--- src/rtl/mul_controller.sv ---
// Control FSM for a sequential shift-add multiplier: sequences operand loads, WIDTH
// shift/add iterations, an optional sign fix-up and a one-cycle done pulse.
module mul_controller #(
  parameter int unsigned WIDTH = 32
) (
  input  logic                   clk,
  input  logic                   rst,
  input  logic                   start,
  input  logic                   data_valid,
  input  logic                   zero_op,
  input  logic                   sign_neg,
  input  logic                   q_lsb,
  output logic                   ldM,
  output logic                   ldQ,
  output logic                   clrA,
  output logic                   add_en,
  output logic                   shift,
  output logic                   comp_en,
  output logic                   busy,
  output logic                   done,
  output logic [$clog2(WIDTH):0] iter_cnt
);

  localparam int unsigned CntW = $clog2(WIDTH) + 1;

  typedef enum logic [2:0] {
    StIdle,
    StLoadM,
    StLoadQ,
    StCheck,
    StIter,
    StFix,
    StDone
  } state_e;

  state_e            state_q, state_d;
  logic [CntW-1:0]   cnt_q, cnt_d;
  logic              sign_q, sign_d;

  always_comb begin
    state_d = state_q;
    cnt_d   = cnt_q;
    sign_d  = sign_q;
    unique case (state_q)
      StIdle:  if (start) state_d = StLoadM;
      StLoadM: if (data_valid) state_d = StLoadQ;
      StLoadQ: if (data_valid) state_d = StCheck;
      StCheck: begin
        // Status flags are only trusted here, once both operands are loaded.
        sign_d  = sign_neg;
        cnt_d   = '0;
        state_d = zero_op ? StDone : StIter;
      end
      StIter: begin
        cnt_d = cnt_q + 1'b1;
        if (cnt_q == CntW'(WIDTH - 1)) state_d = sign_q ? StFix : StDone;
      end
      StFix:   state_d = StDone;
      StDone:  state_d = StIdle;
      default: state_d = StIdle;
    endcase
  end

  always_ff @(posedge clk or posedge rst) begin
    if (rst) begin
      state_q <= StIdle;
      cnt_q   <= '0;
      sign_q  <= 1'b0;
    end else begin
      state_q <= state_d;
      cnt_q   <= cnt_d;
      sign_q  <= sign_d;
    end
  end

  // Decoded from the state register so a reset clears every strobe immediately.
  always_comb begin
    ldM     = 1'b0;
    ldQ     = 1'b0;
    clrA    = 1'b0;
    add_en  = 1'b0;
    shift   = 1'b0;
    comp_en = 1'b0;
    done    = 1'b0;
    busy    = (state_q != StIdle);
    unique case (state_q)
      StLoadM: ldM = data_valid;
      StLoadQ: ldQ = data_valid;
      StCheck: clrA = 1'b1;
      StIter: begin
        shift  = 1'b1;
        add_en = q_lsb;
      end
      StFix:   comp_en = 1'b1;
      StDone:  done = 1'b1;
      default: ;
    endcase
  end

  assign iter_cnt = cnt_q;

endmodule

--- config.mk ---
export PLATFORM = sky130hd
export DESIGN_NAME = mul_controller
export DESIGN_NICKNAME = d
export VERILOG_FILES = /design/src/rtl/mul_controller.sv
export SDC_FILE = /design/constraint.sdc
export NUM_CORES = 1
export LEC_CHECK = 0
export CAP_MARGIN = 20
export CORE_AREA = 2 2 39 41
export CTS_BUF_LIST = sky130_fd_sc_hd__clkbuf_8
export DETAILED_ROUTE_END_ITERATION = 8
export DIE_AREA = 0 0 41 43
export GPL_TIMING_DRIVEN = 0
export PLACE_DENSITY = 0.81
export SLEW_MARGIN = 40
export SYNTH_ARGS = -nofsm -noshare
export SYNTH_HDL_FRONTEND = slang
export SYNTH_SLANG_ARGS = --single-unit
--- constraint.sdc ---
create_clock -name clk -period 5.1 [get_ports clk]
set_input_delay 1.53 -clock clk [delete_from_list [all_inputs] [get_ports clk]]
set_output_delay 1.53 -clock clk [all_outputs]
set_load 0.02 [all_outputs]
[After elaboration in Yosys (flattened, before gate mapping)]
Index checks and enable logic that the tools add are counted.
Operators by class
  $add $sub $neg: 1
  equal/unequal tests: 11
  mux-type cells: 15
  reduce and logical (&&, ||, !) cells: 4
Operator list (number)
  $pmux 3 s6: 1
  $mux 3: 4
  $pmux 6 s2: 1
  $eq 3x3->1 const B: 3
  $ne 2x2->1 const B: 4
  $mux 1: 7
  $add 6x1->6 const B: 1
  $eq 3x2->1 const B: 2
  $eq 6x5->1 const B: 1
  $mux 2: 2
  $reduce_and 4->1: 1
  $eq 3x1->1 const B: 1
  $logic_not 3->1: 1
  $reduce_bool 3->1: 1
  $reduce_bool 2->1: 1
Storage, ports and cells
  register bits after elaboration: 10

[Depth between registers and ports, before layout]
Gate-level depths: netlist of the first run.
  depth in word-level cells: 3
  gate-level depth with buffers: 7
  gate-level depth less buffers: 6

[Worst setup path after synthesis of the first run]
Ideal clock, no wire load.
  path kind: in2out
  from: input port data_valid
  to: output port ldM
  data arrival time: 2051 ps
  data required time: 3570 ps
  slack: 1519 ps
  stages: 1
  path buffers: 0
  cell sequence: nor3b_1
Between the ends
  longest elaborated chain between the ends: 1
Ends and longest elaborated chain
  start: declaration: RTL line 9  | input logic data_valid,
  $mux 1: RTL line 86  | unique case (state_q)
  end: declaration: RTL line 13  | output logic ldM,
Every way passes these cells.

[Worst setup path after layout of the first run]
Ends and elaborated chain as after synthesis.

==> results of run 1 <==
## cells by family (layout without fill, tap and decap cells)
logic type	count (synthesis)	after routing
and+or+nand+nor	30	30
DFF	10	10
AOI/OAI and AO/OA	16	16
adders and majority gates	1	1
buffers and inverters	8	32
muxes	2	2
## critical path, delay by kind of cell
kind,cells,cell delay (ns)
buffers and inverters,2,1.16
and+or+nand+nor,1,0.20
## flip-flops by register name, summed over array words and instances, names as in the netlist
register,flops
iter_cnt,6
sign_q,1
state_q,3
## Yosys cell counts
master    count
a21oi_1       2
a22o_1        1
and2_1        3
and4b_1       1
buf_2         1
buf_4         1
buf_6         2
dfrtp_1      10
ha_1          1
inv_1         3
inv_4         1
mux2_2        1
mux2i_1       1
nand2_1       7
nand2b_1      2
nand3_1       3
nand3_2       1
nor2_1        6
nor2_4        1
nor2b_1       1
nor3b_1       4
o211ai_1      1
o21ai_0       6
o21ai_1       2
o22a_1        1
o31a_1        1
o31ai_1       1
o32ai_1       1
or3b_1        1
## cell type report
type / count / area, um2 / area share [%]
timing repair buffer: 20 / 200 / 22.7
sequential: 10 / 250 / 28.3
tap: 16 / 20.0 / 2.27
multi-input combinational: 49 / 305 / 34.6
buffer: 4 / 35.0 / 3.97
clock buffer: 4 / 55.1 / 6.23
inverter: 4 / 17.5 / 1.98
## per-layer routing
| metal | vias up | wire, um | GRT usage [%] |
|---|---|---|---|
| met5 | - | 0 | 0 |
| met4 | 0 | 24 | 10.0 |
| met3 | 2 | 95 | 2.09 |
| met2 | 23 | 579 | 25.0 |
| met1 | 247 | 621 | 23.1 |
| li1 | 282 | - | - |
## through the flow
stage               utilization, %  area, um2  std cells  hold WS [ns]  setup slack [ns]
floorplan                        -        608         67         0.456              1.52
global placement              59.9        828        103         0.484             0.693
detailed placement            59.9        828        103         0.497             0.701
CTS                           63.8        883        107         0.508             0.689
global route                  63.8        883        107         0.538             0.619
finish                        63.8        883        107         0.505             0.683
## worst paths after layout
path	startpoint	to	slack [ns]	cells after the start
min in group asynchronous	rst	state_q[0]	1.57	2
hold reg to reg	iter_cnt[5]	iter_cnt[5]	0.51	1
setup reg to reg	state_q[1]	iter_cnt[2]	3.54	7
hold / removal	iter_cnt[5]	iter_cnt[5]	0.51	1
setup / recovery	data_valid	ldM	0.68	3
max in group asynchronous	rst	iter_cnt[0]	3.26	2
## power by group
group / leakage (nW) / internal, mW / switching [mW]
combinational: 0.224 / 0.114 / 0.132
clock: 0.0288 / 0.0679 / 0.0323
sequential: 0.131 / 0.101 / 0.0130
==> results by group, run 1 <==
Clocking
  • CTS tree: built
  • TritonCTS buffer count: 3
  • H-Tree Depth: 1
  • Clk_lat worst skew: 0.24 ns
  • # resized after CTS: 0
  • Setup Buffers After CTS: 0
  • CTS Buffer Depth: 2
  • Root Buffer Master: clkbuf_8
  • Clock sink count: 10
  • Clk slew on worst S/H paths: 0.05 ns
  • Post-CTS Hold Fix Bufs: 0

Logic synthesis
  • Area contributors post-synth: dfrtp_1 41%, o21ai_0 4.9%, nor3b_1 4.9%
  • Synth Area in Compound Gates: 16.5%
  • Mux share of post-synthesis cell area: 3.50%
  • Gate Count Post-Synth: 67
  • Net Count, Synth: 75
  • Synth area leader: dfrtp_1
  • Main combinational cell family by area after synthesis: simple AND/OR/NAND/NOR gates
  • XOR/XNOR share of the synthesized area: 0%
  • Area share of fa/ha/maj cells after synthesis: 2.06%
  • Synth Area per Inst: 9.08 um2
  • Yosys top cell area share: 41.2%
  • Seq/Total Area, Yosys: 41.2%
  • Syn Std Cell Area: 608 um2
  • Register bit count reported by yosys: 10
  • Yosys warning total: 0
  • Synth cell types: 29
  • Simple-gate share of the synthesized area: 28.2%

Die
  • Ports: 21
  • Core ar.: 1380 um2
  • Die width: 41 um
  • Num rows: 14
  • Initial Utilization: 43.9%
  • Die Y: 43 um
  • Die Area: 1760 um2

Setup path
  • Crit. End Element: output port
  • Setup crit start kind: input port
  • CP arrival: 2.89 ns
  • Worst setup path class: in -> out
  • Max incr delay on CP: 0.63 ns
  • Slowest-stage cell, CP: clkdlybuf4s50_1
  • Cell Chain, Critical Path: clkdlybuf4s50_1 > nor3b_1 > clkdlybuf4s50_1
  • CP most frequent cell: clkdlybuf4s50_1
  • CP required: 3.57 ns
  • Critical path peak fanout: 5

Final layout
  • Ant. Diodes: 0
  • Fillcell total: 123
  • Nets: 100
  • Layout cells sized above 1: 13.2%
  • Most frequent cells in the layout: 20 x clkdlybuf4s50_1, 10 x dfrtp_1, 7 x nand2_1
  • Commonest non-fill, non-tap cell in the layout: clkdlybuf4s50_1
  • Synth-to-Final Area Change: 45.3%

Global routing
  • Initial antenna violation count: 0
  • Overall global routing resource usage: 17.0%
  • Largest net degree at the start of global routing: 11
  • Grt total ovfl: 0
  • Global-route wire length before repair: 2040 um
  • Vias in the first global route: 461

Timing
  • Unrepaired setup endpoints after global routing: no
  • Worst-Margin Slew: 0.380 ns
  • Setup violators final: 0
  • Crit share post-route: 86.6%
  • Endpoints failing hold: 0
  • Max Clk Rate: 226 MHz
  • Final Skew: 0.000963 ns
  • Final min period: 4.42 ns
  • Relative slew slack: 74.6%
  • Max-slew violations: 0
  • Final setup TNS: 0 ns

Run status
  • Status: completed

Drt
  • Vias: 554
  • Post-route ant nets: 0
  • Routed WL per cell: 12.3 um
  • Via density: 5.18
  • Initial DRC Count: 9
  • DRC violations left: 0
  • Routed wire length: 1320 um
  • DRT Pass-1 Iters: 4

Placement
  • HPWL Detailed: 909 um
  • Gpl congestion: 0.702
  • Port Buf Inserts: 20

Worst hold path
  • Hold Path Class: reg -> reg

Flow run
  • Max-cap violations: 0

Power
  • Max IR drop VDD: 0.000246 V
  • Leak: 0.384 nW
  • Cell area power density: 521 nW/um2
  • Final Power: 0.460 mW
(Power assumes the default switching activity.)
==> run 2: changes to the inputs <==
Settings changed: CAP_MARGIN 20 to default.
==> results of run 2 <==
The final DEF is identical to that of run 1; final timing and power are the same.
==> run 3: changes to the inputs <==
Settings changed: PLACE_DENSITY 0.81 to default, PLACE_DENSITY_LB_ADDON from default to 0.2.
==> run 3 against run 2 <==
Sequential share of layout area increased by 0.45 points. Final cell count decreased by 0.93%. Die area unchanged. Critical path depth unchanged. Total power decreased by 5.4%. Clock power decreased by 21%. Core utilization decreased by 0.99 points. Wire length decreased by 3.1%. Combinational power decreased by 2%. Largest cell class unchanged. Global-route usage increased by 0.20 points. Fmax decreased by 0.13%. Clock skew increased by 0.0017 ns.
==> results by group, run 3 (synthesis results as in run 1) <==
Global routing
  • Initial antenna violation count: 0
  • Largest net degree at the start of global routing: 11
  • Global-route wire length before repair: 2100 um
  • Overall global routing resource usage: 17.2%
  • Grt total ovfl: 0
  • Vias in the first global route: 498

Die
  • Die Y: 43 um
  • Die Area: 1760 um2
  • Die width: 41 um
  • Num rows: 14
  • Core ar.: 1380 um2
  • Ports: 21
  • Initial Utilization: 43.9%

Timing
  • Max Clk Rate: 226 MHz
  • Setup violators final: 0
  • Worst-Margin Slew: 0.418 ns
  • Endpoints failing hold: 0
  • Final Skew: 0.00263 ns
  • Relative slew slack: 72.1%
  • Unrepaired setup endpoints after global routing: no
  • Crit share post-route: 86.7%
  • Final min period: 4.42 ns
  • Worst hold margin: 0.509 ns
  • Final setup TNS: 0 ns
  • Max-slew violations: 0

Final layout
  • Fillcell total: 131
  • Multi-input gate area: 305 um2
  • Nets: 100
  • Synth-to-Final Area Change: 43.0%
  • Fin util: 62.8%
  • Layout cells sized above 1: 12.2%
  • Ant. Diodes: 0
  • Max reg flops: 6
  • Post-Layout Inst Area: 870 um2
  • Register Area: 250 um2
  • Commonest non-fill, non-tap cell in the layout: clkdlybuf4s50_1
  • Most frequent cells in the layout: 20 x clkdlybuf4s50_1, 10 x dfrtp_1, 7 x nand2_1

Clocking
  • Root Buffer Master: clkbuf_8
  • TritonCTS buffer count: 3
  • Clk slew on worst S/H paths: 0.05 ns
  • Post-CTS Hold Fix Bufs: 0
  • Clk_lat worst skew: 0.23 ns
  • # resized after CTS: 0
  • Setup Buffers After CTS: 0
  • CTS Buffer Depth: 2
  • H-Tree Depth: 1
  • Clock sink count: 10
  • CTS tree: built

Placement
  • HPWL Detailed: 917 um
  • Placed Area: 828 um2
  • Port Buf Inserts: 20
  • Gpl congestion: 0.695

Setup path
  • Worst setup path class: in -> out
  • Setup crit start kind: input port
  • Crit. End Element: output port
  • Critical path peak fanout: 5
  • CP required: 3.57 ns
  • CP arrival: 2.89 ns

Drt
  • Routed wire length: 1280 um
  • Initial DRC Count: 10
  • Post-route ant nets: 0
  • DRT Pass-1 Iters: 4
  • Routed WL per cell: 12.1 um
  • Vias: 553
  • DRC violations left: 0
  • Via density: 5.22

Flow run
  • Max-cap violations: 0

Power
  • Leak: 0.377 nW
  • Cell area power density: 501 nW/um2
  • Max IR drop VDD: 0.000214 V

Worst hold path
  • Hold Path Class: reg -> reg

Run status
  • Status: completed
run 3: per-stage QoR:
| step | setup WS [ns] | total power [mW] | cells |
|---|---|---|---|
| after floorplan | 1.52 | 0.280 | 67 |
| after global placement | 0.679 | 0.356 | 103 |
| after detailed placement | 0.688 | 0.358 | 103 |
| after CTS | 0.675 | 0.439 | 106 |
| after global routing | 0.603 | 0.465 | 106 |
| final | 0.677 | 0.436 | 106 |
run 3: final timing paths:
kind | start | endpoint | slack, ns | depth (start not counted)
hold / removal | iter_cnt[5] | iter_cnt[5] | 0.51 | 1
max in group asynchronous | rst | iter_cnt[3] | 3.22 | 2
min in group asynchronous | rst | state_q[1] | 1.59 | 2
setup reg to reg | state_q[1] | iter_cnt[2] | 3.53 | 7
setup / recovery | data_valid | ldQ | 0.68 | 3
hold reg to reg | iter_cnt[5] | iter_cnt[5] | 0.51 | 1
run 3: critical path, cell delays in order:
cell and delay, ns:
clkdlybuf4s50_1 0.53, nor3b_1 0.20, clkdlybuf4s50_1 0.63
run 3: report_power, final:
group	internal [mW]	total [mW]	switching (mW)	leakage, nW
Combinational	0.113	0.242	0.129	0.224
Clock	0.0514	0.0789	0.0275	0.0216
Sequential	0.101	0.115	0.0132	0.131
run 3: per-layer routing:
metal	vias to the layer above	track usage, %	routed length [um]
li1	278	-	-
met1	259	24.4	608
met2	14	25.6	592
met3	2	1.57	65
met4	0	8.00	13
met5	-	0	0
run 3: cell type report:
type,count,area share (%)
multi-input cells,49,35.1
flip-flops and latches,10,28.8
repair buffers,20,23.0
clock buffers,3,4.75
plain buffers,4,4.03
well taps,16,2.30
inverters,4,2.01
